### config.mk
export PLATFORM = sky130hd
export DESIGN_NAME = signal_stable_detect
export DESIGN_NICKNAME = d
export VERILOG_FILES = /design/src/rtl/adc_front_pkg.sv /design/src/rtl/sync_glitch_filter.sv /design/src/rtl/signal_stable_detect.sv
export SDC_FILE = /design/constraint.sdc
export NUM_CORES = 1
export LEC_CHECK = 0
export CORE_UTILIZATION = 25
export DETAILED_ROUTE_END_ITERATION = 12
export HOLD_SLACK_MARGIN = 0.06
export SLEW_MARGIN = 10
export SYNTH_ARGS = -nofsm -noshare
export SYNTH_HDL_FRONTEND = slang
export SYNTH_SLANG_ARGS = --single-unit
export TNS_END_PERCENT = 10
### constraint.sdc
create_clock -name clk -period 5.4 [get_ports clk]
set_input_delay 1.08 -clock clk [delete_from_list [all_inputs] [get_ports clk]]
set_output_delay 1.08 -clock clk [all_outputs]
set_load 0.1 [all_outputs]
### src/rtl/adc_front_pkg.sv
// adc_front_pkg: shared types and default sizes for the ADC front-end stage
package adc_front_pkg;

    typedef enum logic [1:0] {ARM, FIRST, TRACK} sd_state_t;

    localparam int DEF_SYNC_STAGES = 2;
    localparam int DEF_FILT_LEN    = 4;
    localparam int DEF_PERIOD_W    = 24;

endpackage

### src/rtl/sync_glitch_filter.sv
// sync_glitch_filter: 1-bit synchroniser followed by a run-length deglitch filter
module sync_glitch_filter #(
    parameter int SYNC_STAGES = 2,
    parameter int FILT_LEN    = 4
) (
    input  logic clk,
    input  logic rst,
    input  logic din,
    output logic dout
);

    localparam int CW = $clog2(FILT_LEN + 1);

    logic [SYNC_STAGES-1:0] sync_q, sync_d;
    logic [CW-1:0]          run_q, run_d;
    logic                   out_q, out_d;
    logic                   synced;

    assign synced = sync_q[SYNC_STAGES-1];
    assign dout   = out_q;

    // shift the async bit in; output flips only after FILT_LEN differing samples in a row
    always_comb begin
        sync_d = {sync_q[SYNC_STAGES-2:0], din};
        run_d  = '0;
        out_d  = out_q;
        if (synced != out_q) begin
            if (run_q == CW'(FILT_LEN - 1))
                out_d = synced;
            else
                run_d = run_q + 1'b1;
        end
    end

    // state registers
    always_ff @(posedge clk) begin
        if (rst) begin
            sync_q <= '0;
            run_q  <= '0;
            out_q  <= 1'b0;
        end else begin
            sync_q <= sync_d;
            run_q  <= run_d;
            out_q  <= out_d;
        end
    end

endmodule

### src/rtl/signal_stable_detect.sv
// signal_stable_detect: resynchronise ADC/comparator inputs, measure comparator period, flag frequency lock
module signal_stable_detect
    import adc_front_pkg::*;
#(
    parameter int SYNC_STAGES = DEF_SYNC_STAGES,
    parameter int FILT_LEN    = DEF_FILT_LEN,
    parameter int PERIOD_W    = DEF_PERIOD_W,
    parameter int TOL_SHIFT   = 4,
    parameter int STABLE_CNT  = 4,
    parameter int MIN_PERIOD  = 16
) (
    input  logic                clk,
    input  logic                rst,
    input  logic [11:0]         adc_data_async,
    input  logic                signal_in_async,
    output logic [11:0]         sync_adc_data,
    output logic                sync_signal_in,
    output logic                stable,
    output logic [PERIOD_W-1:0] period,
    output logic                period_valid
);

    localparam logic [PERIOD_W-1:0] CNT_MAX = '1;

    logic [11:0]         adc_q [SYNC_STAGES];
    logic [11:0]         adc_d [SYNC_STAGES];
    logic                sig, sig_d1_q, sig_d1_d, rise, timeout, valid_len, in_tol;
    logic [PERIOD_W-1:0] cnt_q, cnt_d, prev_q, prev_d, period_q, period_d;
    logic [PERIOD_W:0]   diff;
    logic [3:0]          match_q, match_d;
    logic                pv_q, pv_d, stable_q, stable_d;
    sd_state_t           state_q, state_d;

    sync_glitch_filter #(
        .SYNC_STAGES (SYNC_STAGES),
        .FILT_LEN    (FILT_LEN)
    ) u_cmp_filt (
        .clk  (clk),
        .rst  (rst),
        .din  (signal_in_async),
        .dout (sig)
    );

    assign sync_adc_data  = adc_q[SYNC_STAGES-1];
    assign sync_signal_in = sig;
    assign stable         = stable_q;
    assign period         = period_q;
    assign period_valid   = pv_q;

    // plain multi-flop synchroniser for the ADC bus
    always_comb begin
        adc_d[0] = adc_data_async;
        for (int i = 1; i < SYNC_STAGES; i++)
            adc_d[i] = adc_q[i-1];
    end

    // edge detect, period counter, ARM/FIRST/TRACK tracking and match counting
    always_comb begin
        rise      = sig & ~sig_d1_q;
        sig_d1_d  = sig;
        timeout   = (state_q != ARM) && (cnt_q == CNT_MAX);
        valid_len = cnt_q >= PERIOD_W'(MIN_PERIOD);
        diff      = (cnt_q >= prev_q) ? {1'b0, cnt_q} - {1'b0, prev_q} : {1'b0, prev_q} - {1'b0, cnt_q};
        in_tol    = diff <= {1'b0, prev_q >> TOL_SHIFT};
        cnt_d     = (rise && !timeout) ? PERIOD_W'(1) : (cnt_q == CNT_MAX ? cnt_q : cnt_q + 1'b1);
        state_d   = state_q;
        prev_d    = prev_q;
        period_d  = period_q;
        pv_d      = 1'b0;
        match_d   = match_q;
        if (timeout) begin
            state_d = ARM;
            match_d = '0;
        end else if (rise) begin
            if (state_q == ARM) begin
                state_d = FIRST;
            end else if (valid_len) begin
                period_d = cnt_q;
                prev_d   = cnt_q;
                pv_d     = 1'b1;
                state_d  = TRACK;
                match_d  = (state_q == FIRST || !in_tol) ? 4'd0 :
                           (match_q == 4'(STABLE_CNT) ? match_q : match_q + 1'b1);
            end else begin
                match_d = '0;
            end
        end
        stable_d = match_q == 4'(STABLE_CNT);
    end

    // state registers
    always_ff @(posedge clk) begin
        if (rst) begin
            adc_q    <= '{default: '0};
            sig_d1_q <= 1'b0;
            cnt_q    <= '0;
            prev_q   <= '0;
            period_q <= '0;
            match_q  <= '0;
            pv_q     <= 1'b0;
            stable_q <= 1'b0;
            state_q  <= ARM;
        end else begin
            adc_q    <= adc_d;
            sig_d1_q <= sig_d1_d;
            cnt_q    <= cnt_d;
            prev_q   <= prev_d;
            period_q <= period_d;
            match_q  <= match_d;
            pv_q     <= pv_d;
            stable_q <= stable_d;
            state_q  <= state_d;
        end
    end

endmodule

==> reports/summary.txt <==
Yosys reg bits: 87
Max_cap viols: 0
Drt wl/cell: 16.6 um
Async set-reset flop share out of synthesis: 0%
Total Routing Usage GR: 15.3%
Critical Path RT: 5.68 ns
Ys flop type: dfxtp_1
Post-Syn Area: 0.00656 mm^2
Hold endpoint: u_cmp_filt.run_q[0]$_SDFF_PP0_
Worst Tran Pin Value: 1.14 ns
Fin. max-slew vios: 0
Yosys cell types: 70
DRT Pass-1 Iters: 5
Placeable Area: 0.0255 mm^2
Register area share after synthesis: 26.6%
Cell Pwr Density: 206 mW/mm^2
Synth-to-Final Area Change: 20.4%
Grt total ovfl: 0
Most frequent cells in the layout: 102 x nor2_1, 71 x ha_1, 71 x dfxtp_1
CTS Hold Bufs: 0
Post-Synthesis Cells: 818
Final worst-path cycle share: 96.4%
Worst R2R End: match_q[3]$_SDFFE_PP0P_
Skew final: 0.0132 ns
Clk_lat worst skew: 0.36 ns
H-tree Lvls: 3
FF-to-FF Start: period[16]$_SDFFE_PP0P_
WL final: 20.1 mm
Hold Crit Start: u_cmp_filt.run_q[0]$_SDFF_PP0_
First-pass GRT wire length: 31.5 mm
Diodes inserted: 0
Syn. warnings: 0
DIE AREA: 0.0269 mm^2
Slew Limit Headroom: 24.3%
Leak: 3.16 nW
Post-DP Area: 0.00757 mm^2
Initial antenna violation count: 0
CP endpoint kind: flip-flop
Most common cell after layout, fill and taps aside: nor2_1
FP Rows: 58
Worst reg-to-reg path cell count: 23
Hold slack: 0.432 ns
Fin nets: 972
CTS tree: yes
DRC: 0
Max clock buf depth: 2
CTS buffer count: 9
Hold crit path type: reg -> reg
R2r setup slk: 0.20 ns
Clock tree root buffer cell: clkbuf_16
Share of cells above drive strength 1: 12.1%
Port bufs: 53
Hold Fails Final Rpt: 0
Via density: 5.05
Critical path arrival: 5.49 ns
CP Class: reg -> reg
Status: finished clean
Final Util: 31.0%
Worst-path maximum fanout: 10
Chip width: 164 um
Top Ports: 54
Mapped Avg Cell Area: 8.01 um^2
Fill cell count: 2641
HPWL Detailed: 15.8 mm
Initial Utilization: 25.7%
Final setup fails: 0
RePlAce Congestion: 0.938
Sink Count: 87
Final instance area: 0.00789 mm^2
Critical path launch point type: flip-flop
DRT iter0 DRCs: 469
Tot Pwr: 0.00162 W
Largest net degree at the start of global routing: 59
Number of global-route vias before repair: 5894
RSZ-0062 raised after global routing: no
Post-route ant nets: 0
Max VDD drop: 0.184 mV
Max Freq: 192 MHz
Die span in y: 164 um
Min-Delay Path Depth: 1
Post-synth EDFFs: 0
Post-route minimum period: 5.20 ns
CTS clock-pin slew for the worst setup and hold paths: 0.07 ns
DR vias: 6130
Post-Syn Nets: 909
power breakdown:
group | total (W) | switching, W | internal (W)
clock | 0.000600 | 0.000283 | 0.000317
combinational | 0.000367 | 0.000223 | 0.000143
sequential | 0.000657 | 0.00000468 | 0.000652
per-stage QoR:
| stage | setup slack, ns | setup TNS [ns] | instances |
|---|---|---|---|
| 6_report | 0.196 | 0 | 1215 |
| 5_1_grt | 0.0191 | 0 | 1215 |
| 4_1_cts | 0.0741 | 0 | 1213 |
| 3_5_place_dp | -0.00885 | -0.00885 | 1198 |
| 3_3_place_gp | 0.0165 | 0 | 1198 |
| 2_1_floorplan | 0.00261 | 0 | 818 |
metal layers:
metal	global-route usage (%)	share of wire, %	vias up
met5	0	0	-
met4	7.62	3.8	0
met3	3.36	6.7	54
met2	24.8	46	232
met1	19.1	44	2868
li1	-	-	2976
repair_timing:
action / 4_1_cts / 5_1_grt
buffers inserted: 0 / 2
endpoints found under the setup margin: 2 / 4
pin swaps: 0 / 2
gates resized for setup: 1 / 7
kinds of logic (layout without fill, tap and decap cells):
kind of cell	after synthesis	after routing	share of synthesized area, %
flops	87	87	26.6
fa+ha+maj	76	76	14.7
xor+xnor	40	40	5.34
simple gates	295	295	22.6
compound gates	184	184	18.9
mux	32	32	4.92
buf+inv	104	171	6.89
worst max-delay path: stages, from the launching register on:
cell and delay [ns]:
dfxtp_2 0.35, inv_1 0.07, ha_1 0.48, and4_1 0.31, and3_4 0.19, a31oi_4 0.23, and2_2 0.24, nand2_1 0.16
o21ai_1 0.20, nor2_1 0.12, a211o_1 0.32, a311oi_2 0.32, xnor2_1 0.17, ha_1 0.27, nand4_1 0.14, nor4_1 0.09
o21a_1 0.11, o41a_1 0.36, o21ai_0 0.17, nand3_1 0.14, a2111oi_4 0.20, buf_4 0.19, nand4_1 0.09, a31oi_1 0.21
area by class of cell:
type                            instances  area [um^2]  share of cell area, %
Clock buffer                            9          225                   2.85
Clock inverter                          6         48.8                  0.618
Inverter                               69          259                   3.28
Multi-Input combinational cell        627         4410                   55.8
Sequential cell                        87         1760                   22.3
Tap cell                              330          413                   5.23
Timing Repair Buffer                   87          781                   9.89
cells in the mapped netlist (all sizes together) (7+ instances only):
master	count	area, um^2
o211ai	11	101
nor2b	36	225
xor2	7	61.3
and3	9	61.3
o21bai	8	60.1
a21o	14	105
inv	69	259
clkbuf	19	71.3
a31oi	10	92.6
nand3	24	120
dfxtp	87	1740
nand4	22	150
a21oi	61	313
nor3	14	81.3
mux2i	30	300
nor2	105	417
buf	16	121
o21ai	37	189
ha	74	926
xnor2	33	289
nand2	57	229
worst max-delay path by stage:
stage | startpoint | end | slack [ns]
detailed placement | period[6]$_SDFFE_PP0P_ | match_q[2]$_SDFFE_PP0P_ | -0.009
global placement | period[6]$_SDFFE_PP0P_ | match_q[2]$_SDFFE_PP0P_ | 0.02
finish | period[16]$_SDFFE_PP0P_ | match_q[3]$_SDFFE_PP0P_ | 0.20
CTS | period[16]$_SDFFE_PP0P_ | match_q[3]$_SDFFE_PP0P_ | 0.07
global route | period[16]$_SDFFE_PP0P_ | match_q[3]$_SDFFE_PP0P_ | 0.02
floorplan | period[23]$_SDFFE_PP0P_ | match_q[2]$_SDFFE_PP0P_ | 0.003
sequential cells by signal, summed over array words and instances (netlist names):
| register | count |
|---|---|
| stable | 1 |
| match_q | 4 |
| u_cmp_filt.sync_q | 2 |
| u_cmp_filt.dout | 1 |
| period_valid | 1 |
| adc_d | 12 |
| cnt_q | 24 |
| u_cmp_filt.run_q | 3 |
| state_q | 2 |
| period | 24 |
| sync_adc_data | 12 |
| sig_d1_q | 1 |
Power figures use the tool's default switching activity.
